===== src/rtl/hex_display_pkg.sv =====
// Shared definitions for the hex display path: data geometry, arbiter
// state encoding and the 7-segment glyph table used by the display driver.
package hex_display_pkg;

  localparam int DIGITS = 4;
  localparam int DATA_W = 16;

  // Arbiter FSM states.
  typedef enum logic {
    IDLE = 1'b0,
    SHOW = 1'b1
  } arb_state_e;

  // 7-segment codes, bit order {g,f,e,d,c,b,a}, active-high segments.
  localparam logic [6:0] SEG_0 = 7'b0111111;
  localparam logic [6:0] SEG_1 = 7'b0000110;
  localparam logic [6:0] SEG_2 = 7'b1011011;
  localparam logic [6:0] SEG_3 = 7'b1001111;
  localparam logic [6:0] SEG_4 = 7'b1100110;
  localparam logic [6:0] SEG_5 = 7'b1101101;
  localparam logic [6:0] SEG_6 = 7'b1111101;
  localparam logic [6:0] SEG_7 = 7'b0000111;
  localparam logic [6:0] SEG_8 = 7'b1111111;
  localparam logic [6:0] SEG_9 = 7'b1101111;
  localparam logic [6:0] SEG_A = 7'b1110111;
  localparam logic [6:0] SEG_B = 7'b1111100;
  localparam logic [6:0] SEG_C = 7'b0111001;
  localparam logic [6:0] SEG_D = 7'b1011110;
  localparam logic [6:0] SEG_E = 7'b1111001;
  localparam logic [6:0] SEG_F = 7'b1110001;

  // Map one hex nibble to its segment pattern.
  function automatic logic [6:0] hex_to_seg(input logic [3:0] nib);
    logic [6:0] seg;
    case (nib)
      4'h0: seg = SEG_0;
      4'h1: seg = SEG_1;
      4'h2: seg = SEG_2;
      4'h3: seg = SEG_3;
      4'h4: seg = SEG_4;
      4'h5: seg = SEG_5;
      4'h6: seg = SEG_6;
      4'h7: seg = SEG_7;
      4'h8: seg = SEG_8;
      4'h9: seg = SEG_9;
      4'hA: seg = SEG_A;
      4'hB: seg = SEG_B;
      4'hC: seg = SEG_C;
      4'hD: seg = SEG_D;
      4'hE: seg = SEG_E;
      default: seg = SEG_F;
    endcase
    return seg;
  endfunction

endpackage


===== src/rtl/hex_display_arbiter_rr_pick.sv =====
// Combinational round-robin picker: searches the request vector starting
// one position above the pointer, wrapping modulo NUM_REQ, and returns the
// first hit as a one-hot grant plus its index.
module rr_pick #(
  parameter int NUM_REQ = 4,
  parameter int IDX_W   = $clog2(NUM_REQ)
) (
  input  logic [NUM_REQ-1:0] req,
  input  logic [IDX_W-1:0]   ptr,
  output logic [NUM_REQ-1:0] grant,
  output logic [IDX_W-1:0]   idx,
  output logic               any
);

  int               cand;
  logic [IDX_W-1:0] cand_idx;

  // Scan ptr+1 .. ptr+NUM_REQ (mod NUM_REQ); the first asserted request wins.
  always_comb begin
    grant    = '0;
    idx      = '0;
    any      = 1'b0;
    cand     = 0;
    cand_idx = '0;
    for (int off = 1; off <= NUM_REQ; off++) begin
      cand     = (int'(ptr) + off) % NUM_REQ;
      cand_idx = IDX_W'(cand);
      if (!any && req[cand_idx]) begin
        any             = 1'b1;
        idx             = cand_idx;
        grant[cand_idx] = 1'b1;
      end
    end
  end

endmodule


===== src/rtl/hex_display_arbiter.sv =====
// Round-robin arbiter sharing one 4-digit hex display between NUM_REQ
// requesters. An accepted value is latched onto o_data and held for
// HOLD_CYCLES cycles before the next arbitration.
// Optional build macro HEX_ARB_PRIO0_EN: requester 0 gets fixed priority
// and its grants leave the round-robin pointer untouched.
//
// Handshake: a transfer from requester k happens in a cycle where
// i_req_valid[k] and o_req_ready[k] are both 1. o_req_ready is one-hot,
// only ever set in IDLE (never while rst=1), and depends combinationally
// on i_req_valid; requesters may drop valid at any time before the grant.
module hex_display_arbiter
  import hex_display_pkg::*;
#(
  parameter int NUM_REQ     = 4,
  parameter int HOLD_CYCLES = 50000000,
  parameter int IDX_W       = $clog2(NUM_REQ)
) (
  input  logic                      clk,
  input  logic                      rst,
  input  logic [NUM_REQ-1:0]        i_req_valid,
  input  logic [DATA_W*NUM_REQ-1:0] i_req_data,
  output logic [NUM_REQ-1:0]        o_req_ready,
  output logic [DATA_W-1:0]         o_data,
  output logic [IDX_W-1:0]          o_owner,
  output logic                      o_busy,
  output arb_state_e                dbg_state
);

  localparam int CNT_W = $clog2(HOLD_CYCLES + 1);

  arb_state_e          state;
  logic [IDX_W-1:0]    ptr;
  logic [CNT_W-1:0]    hold_cnt;

  logic [NUM_REQ-1:0]  pick_req;
  logic [NUM_REQ-1:0]  pick_grant;
  logic [IDX_W-1:0]    pick_idx;
  logic                pick_any;

  logic [NUM_REQ-1:0]  win_grant;
  logic [IDX_W-1:0]    win_idx;
  logic                win_any;
  logic                accept;
  logic [DATA_W-1:0]   win_data;

  rr_pick #(
    .NUM_REQ (NUM_REQ),
    .IDX_W   (IDX_W)
  ) u_pick (
    .req   (pick_req),
    .ptr   (ptr),
    .grant (pick_grant),
    .idx   (pick_idx),
    .any   (pick_any)
  );

`ifdef HEX_ARB_PRIO0_EN
  // Requester 0 is removed from the rotation and overrides it when valid.
  assign pick_req = {i_req_valid[NUM_REQ-1:1], 1'b0};

  // Fixed-priority override for requester 0, else the round-robin winner.
  always_comb begin
    win_grant = pick_grant;
    win_idx   = pick_idx;
    win_any   = pick_any;
    if (i_req_valid[0]) begin
      win_grant    = '0;
      win_grant[0] = 1'b1;
      win_idx      = '0;
      win_any      = 1'b1;
    end
  end
`else
  assign pick_req  = i_req_valid;
  assign win_grant = pick_grant;
  assign win_idx   = pick_idx;
  assign win_any   = pick_any;
`endif

  // Grant is only offered in IDLE and never while reset is applied.
  assign o_req_ready = (state == IDLE && !rst) ? win_grant : '0;
  assign accept      = (state == IDLE) && win_any;
  assign dbg_state   = state;

  // Select the winning requester's data word.
  always_comb begin
    win_data = '0;
    for (int k = 0; k < NUM_REQ; k++) begin
      if (win_idx == IDX_W'(k)) begin
        win_data = i_req_data[k*DATA_W +: DATA_W];
      end
    end
  end

  // Arbiter FSM: latch the winner in IDLE, then count down the hold time.
  always_ff @(posedge clk) begin
    if (rst) begin
      state    <= IDLE;
      o_data   <= '0;
      o_owner  <= '0;
      o_busy   <= 1'b0;
      hold_cnt <= '0;
      ptr      <= IDX_W'(NUM_REQ - 1);
    end else begin
      case (state)
        IDLE: begin
          if (accept) begin
            o_data   <= win_data;
            o_owner  <= win_idx;
            o_busy   <= 1'b1;
            hold_cnt <= CNT_W'(HOLD_CYCLES - 1);
            state    <= SHOW;
`ifdef HEX_ARB_PRIO0_EN
            // Priority grants to requester 0 do not disturb the rotation.
            if (win_idx != '0) begin
              ptr <= win_idx;
            end
`else
            ptr <= win_idx;
`endif
          end
        end
        SHOW: begin
          if (hold_cnt == '0) begin
            state  <= IDLE;
            o_busy <= 1'b0;
          end else begin
            hold_cnt <= hold_cnt - 1'b1;
          end
        end
        default: begin
          state  <= IDLE;
          o_busy <= 1'b0;
        end
      endcase
    end
  end

endmodule


===== config.mk =====
export PLATFORM = sky130hd
export DESIGN_NAME = hex_display_arbiter
export DESIGN_NICKNAME = d
export VERILOG_FILES = /design/src/rtl/hex_display_pkg.sv /design/src/rtl/hex_display_arbiter_rr_pick.sv /design/src/rtl/hex_display_arbiter.sv
export SDC_FILE = /design/constraint.sdc
export NUM_CORES = 1
export LEC_CHECK = 0
export CAP_MARGIN = 30
export CORE_UTILIZATION = 46
export CTS_CLUSTER_SIZE = 24
export DETAILED_ROUTE_END_ITERATION = 6
export PLACE_DENSITY = 0.85
export SLEW_MARGIN = 20
export SYNTH_ARGS = -nofsm -noshare
export SYNTH_HDL_FRONTEND = slang
export SYNTH_SLANG_ARGS = --single-unit

===== constraint.sdc =====
create_clock -name clk -period 4.3 [get_ports clk]
set_clock_uncertainty 0.15 [all_clocks]
set_input_delay 0.86 -clock clk [delete_from_list [all_inputs] [get_ports clk]]
set_output_delay 0.86 -clock clk [all_outputs]
set_load 0.01 [all_outputs]

==> impl_metrics.ini, run 1 <==
[clock_tree]
clk_pin_slew_ps = 100
cts_sinks = 48
ctsHoldBuffers = 0
postCtsSetupRepairBufs = 0
cts_root_buf = clkbuf_8
clk_latency_ps = 310
cts_tree = built
cts_buffers = 5
h-tree-depth = 2
clockBufferDepth = 2

[floorplan]
start_util_pct = 48.00
io_pins = 94
num_rows = 28
die_x_um = 80.84
core-area_mm2 = 0.005956
dieArea_mm2 = 0.006534
die_y_um = 80.84

[finish]
drive_gt1_share_pct = 11.82
mostFrequentLayoutCells = clkdlybuf4s50_1, dfxtp_1, mux2i_1
fin_cells = 481
n_fill_cell = 469
final_common_cell = clkdlybuf4s50_1
final_area_mm2 = 0.004054
syn2layout_area_growth_pct = 41.79
diodes = 0
nets = 484

[placement]
io_buffers = 93
dp_slack_ps = -38.10
place_inst = 473
gp_congestion = 0.8621
placed_area_mm2 = 0.003909
dp_hpwl_um = 5874

[timing]
fin_crit_sh_pct = 97.45
holdWs_ps = 307.6
finalCriticalPeriod_ps = 4190
slew_headroom_pct = 44.30
fmax_mhz = 238.7
rsz0062_at_grt = no
worstMarginPinSlew_ps = 831.7
setup_ws_ps = 109.8
slew_violations = 0
hold_viol_final = 0
finalSetupViolCount = 0

[power]
power.share.switching_pct = 38.87
p_per_area_mw_per_mm2 = 546.6
pwr-share-seq_pct = 29.0
p_int_mw = 1.355
p_comb_share_pct = 56.3
netSwitchingPower_mw = 0.8613
ir_drop_uv = 290.1
clkPwrFrac_pct = 14.7
power_leakage_nw = 1.604
finalPower_mw = 2.216

[outcome]
status = completed

[logic_synthesis]
synth_cell_type_count = 59
synth-seq-area-share_pct = 33.61
ys_warn_count = 0
ys_ff_latch = 48
synth_nets = 388
synthesis.area_mm2 = 0.002859
synth_top_area_cell = dfxtp_1
avgSynthCellArea_um2 = 9.252
synth_cells = 309
synth-edff-count = 0
async_flop_share_pct = 0
yosys-top-cells-area = dfxtp_1, mux2i_1, o221ai_1
synth_top_area_share_pct = 33.61
ys.flop_type = dfxtp_1

[grt]
grt_pass1_vias = 2617
grt_pass1_wl_um = 12050
grt_start_max_net_pins = 33
grt_usage_pct = 23.85
grt_remaining_overflow = 0
antenna_found_initial = 0

[drt]
drc = 0
finalWirelength_um = 7903
dr.pass1.iters = 4
postRouteAntennaNets = 0
vias = 2764
wl_per_cell_um = 16.43
via_per_inst = 5.746
drt_iter0_drc = 167

[critical_path]
worstSetupStartpointType = input pin
arrival_ps = 3180
critPathKind = input pin to output port
endpoint_kind = output port
cp.required_ps = 3290
crit_fanout = 5

[hold_path]
min_path_type = flop to flop

[run]
cap_violations = 0
layer usage:
layer / share of wire, % / vias to the layer above / track usage [%]
met1: 44 / 1314 / 29.55
met4: 1.3 / 0 / 8.571
met2: 48 / 89 / 40.92
met5: 0 / - / 0
li1: - / 1352 / -
met3: 6.9 / 9 / 4.607
critical path, stage by stage:
cell and delay (ps):
clkdlybuf4s50_1 500, mux4_2 510, or3_4 420, nor2_4 170, a221oi_1 100, nor2_1 100
clkdlybuf4s50_1 540
final timing paths:
check	cells past startpoint	end	start	slack [ps]
setup / recovery	7	o_req_ready[0]	i_req_valid[3]	110
hold / removal	2	o_owner[0]	o_owner[0]	310
setup reg to reg	8	o_data[10]	ptr[1]	1090
hold reg to reg	2	o_owner[0]	o_owner[0]	310
through the flow:
| stage | TNS [ps] | utilization, % |
|---|---|---|
| global placement | 0 | 65.63 |
| CTS | 0 | 67.54 |
| global route | 0 | 68.07 |
| floorplan | 0 | - |
| detailed placement | -56.61 | 65.63 |
| finish | 0 | 68.07 |
cell families after synthesis:
logic type | after synthesis | share of synthesized area (%)
XOR/XNOR | 17 | 5.208
adder cells (fa/ha/maj) | 9 | 3.939
AO/OA/AOI/OAI | 69 | 17.94
AND/OR/NAND/NOR | 103 | 19.74
flip-flops | 48 | 33.61
buffers and inverters | 23 | 3.764
multiplexers | 40 | 15.80
state kept, by name (all words and copies together) (netlist names):
register / flops
o_busy: 1
o_owner: 2
hold_cnt: 26
o_data: 16
ptr: 2
dbg_state: 1
cell type report:
cell class / instances / area (um^2) / area share (%)
multi-input combinational: 238 / 1815 / 44.78
timing repair buffer: 106 / 1049 / 25.86
sequential: 48 / 962.2 / 23.73
tap: 75 / 93.84 / 2.315
clock buffer: 5 / 68.82 / 1.698
clock inverter: 3 / 42.54 / 1.049
inverter: 6 / 22.52 / 0.5556
power by group through the flow:
stage | Sequential (mW) | Combinational, mW | Clock [mW]
2_1_floorplan | 0.666 | 0.800 | 0
3_3_place_gp | 0.641 | 1.18 | 0
3_5_place_dp | 0.651 | 1.22 | 0
4_1_cts | 0.641 | 1.22 | 0.330
5_1_grt | 0.657 | 1.35 | 0.351
6_report | 0.643 | 1.25 | 0.326
synthesized netlist by cell type, drive strengths merged, types with 4 or more instances:
| cell type | count |
|---|---|
| a211oi | 4 |
| a21oi | 18 |
| a221oi | 4 |
| a22oi | 4 |
| buf | 11 |
| clkbuf | 6 |
| dfxtp | 48 |
| ha | 9 |
| inv | 6 |
| mux2i | 35 |
| mux4 | 4 |
| nand2 | 20 |
| nand3 | 5 |
| nor2 | 30 |
| nor3 | 13 |
| nor4 | 6 |
| o211ai | 4 |
| o21ai | 6 |
| o221ai | 16 |
| or3 | 4 |
| xnor2 | 11 |
| xor2 | 6 |
repair_timing:
| item | CTS | global route |
|---|---|---|
| setup endpoints to repair | 2 | 4 |
| gates resized for setup | 1 | 8 |
| pin swaps | 0 | 1 |
(Power assumes the default switching activity.)
==> run 2: changes to the inputs <==
- CORE_UTILIZATION: 46 -> 47
- SYNTH_HIERARCHICAL: unset -> 1
==> impl_metrics.ini, run 2 <==
[outcome]
status = completed

[finish]
largest_reg_flops = 26
largestRegisters = hold_cnt (26), o_data (16)
final_common_cell = clkdlybuf4s50_1
final_area_mm2 = 0.004209
mostFrequentLayoutCells = clkdlybuf4s50_1, nand2_1, dfxtp_1
diodes = 0
syn2layout_area_growth_pct = 36.53
regMostFlops = hold_cnt
final_core_util_pct = 66.29
nets = 509
drive_gt1_share_pct = 12.99

[critical_path]
arrival_ps = 3130
critPathKind = input pin to output port
crit_top_cell = clkdlybuf4s50_1
crit_path_max_incr_delay_ps = 530
endpoint_kind = output port
slowest_stage = clkdlybuf4s50_1
cp.required_ps = 3290
crit_fanout = 8
crit_path_cell_trace = clkdlybuf4s50_1 -> or3b_1 -> o21ai_1 -> a21oi_1 -> o22ai_2 -> a221o_1 -> and2_1 -> clkdlybuf4s50_1
worstSetupStartpointType = input pin

[drt]
drt_iter0_drc = 178
postRouteAntennaNets = 0
vias = 2984
via_per_inst = 5.874
finalWirelength_um = 7766
drc = 0
dr.pass1.iters = 5
wl_per_cell_um = 15.29

[logic_synthesis]
synth_cells = 343
synth_top_area_share_pct = 31.17
ys_ff_latch = 48
async_flop_share_pct = 0
synth_top_area_cell = dfxtp_1
synth_commonest_cells = nand2_1, dfxtp_1, a21oi_1
ys_warn_count = 6
yosysMostFrequentCell = nand2_1
ys.flop_type = dfxtp_1
synth_nets = 422
yosys-top-cells-area = dfxtp_1, mux4_2, nand2_1
synth-edff-count = 0
synth_cell_type_count = 65
synthesis.area_mm2 = 0.003083
synth-seq-area-share_pct = 31.17
avgSynthCellArea_um2 = 8.988

[floorplan]
dieArea_mm2 = 0.006887
num_rows = 29
core-area_mm2 = 0.006350
die_x_um = 82.99
start_util_pct = 48.55
io_pins = 94
die_y_um = 82.99

[clock_tree]
h-tree-depth = 2
clk_latency_ps = 310
cts_tree = built
clockBufferDepth = 2
cts_root_buf = clkbuf_8
cts_buffers = 5
clk_pin_slew_ps = 80
ctsHoldBuffers = 0
cts_sinks = 48

[timing]
slew_violations = 0
worstMarginPinSlew_ps = 740.0
slew_headroom_pct = 50.67
finalCriticalPeriod_ps = 4135
fin_crit_sh_pct = 96.17
fmax_mhz = 241.8
timing.setup.tns_ps = 0
rsz0062_at_grt = no
hold_viol_final = 0
finalSetupViolCount = 0
holdWs_ps = 307.0

[placement]
io_buffers = 93
placed_area_mm2 = 0.004043
dp_hpwl_um = 5661
gp_congestion = 0.8348

[grt]
grt_remaining_overflow = 0
grt_pass1_vias = 2863
grt_usage_pct = 22.68
grt_pass1_wl_um = 12850
antenna_found_initial = 0
grt_start_max_net_pins = 50

[power]
ir_drop_uv = 205.2
power_leakage_nw = 1.507
p_per_area_mw_per_mm2 = 373.2

[run]
cap_violations = 0

[hold_path]
min_path_type = flop to flop
run 2: where the power goes:
part	switching (mW)	total, mW	internal, mW
clock	0.155	0.446	0.291
combinational	0.264	0.584	0.320
sequential	0.0458	0.541	0.495
run 2: kinds of logic after synthesis:
group	count (synthesis)	synth area share [%]
simple gates	136	23.74
fa+ha+maj	9	3.653
compound gates	94	20.49
flops	48	31.17
mux	21	14.16
buf+inv	30	5.357
xor+xnor	5	1.420
run 2: metal layers:
layer | global-route usage [%] | wire, um
met1 | 26.51 | 3089
met2 | 41.21 | 4067
met3 | 6.064 | 532
met4 | 5.172 | 76
met5 | 0 | 0
run 2: layout make-up:
class / count / area, um^2
fillers: 489 / 2141
multi-input cells: 265 / 1957
repair buffers: 104 / 1013
flip-flops and latches: 48 / 960.9
well taps: 77 / 96.34
clock inverters: 3 / 90.09
clock buffers: 5 / 68.82
inverters: 6 / 22.52
run 2: through the flow:
step / worst slack, ps / power [mW] / instances
floorplan: 716.8 / 0.9308 / 343
global placement: 260.6 / 1.115 / 499
detailed placement: 192.3 / 1.132 / 499
CTS: 197.1 / 1.578 / 507
global route: 5.518 / 1.654 / 508
finish: 164.5 / 1.571 / 508
run 2: path summary, 6_finish.rpt:
| check | startpoint | endpoint | slack [ps] | cells past startpoint |
|---|---|---|---|---|
| setup / recovery | i_req_valid[3] | o_req_ready[1] | 160 | 8 |
| hold reg to reg | o_data[2] | o_data[2] | 310 | 2 |
| setup reg to reg | ptr[1] | o_data[13] | 1220 | 9 |
| hold / removal | o_data[2] | o_data[2] | 310 | 2 |
run 2: worst max-delay path, delay by kind of cell:
kind	cells	cell delay (ps)
compound gates	4	690
buf+inv	2	1060
simple gates	2	520
run 2: repair_timing:
action | in CTS | in global routing
hold endpoints to repair | 0 | 0
setup buffers | 0 | 1
setup endpoints to repair | 0 | 1
resized for setup | 0 | 0
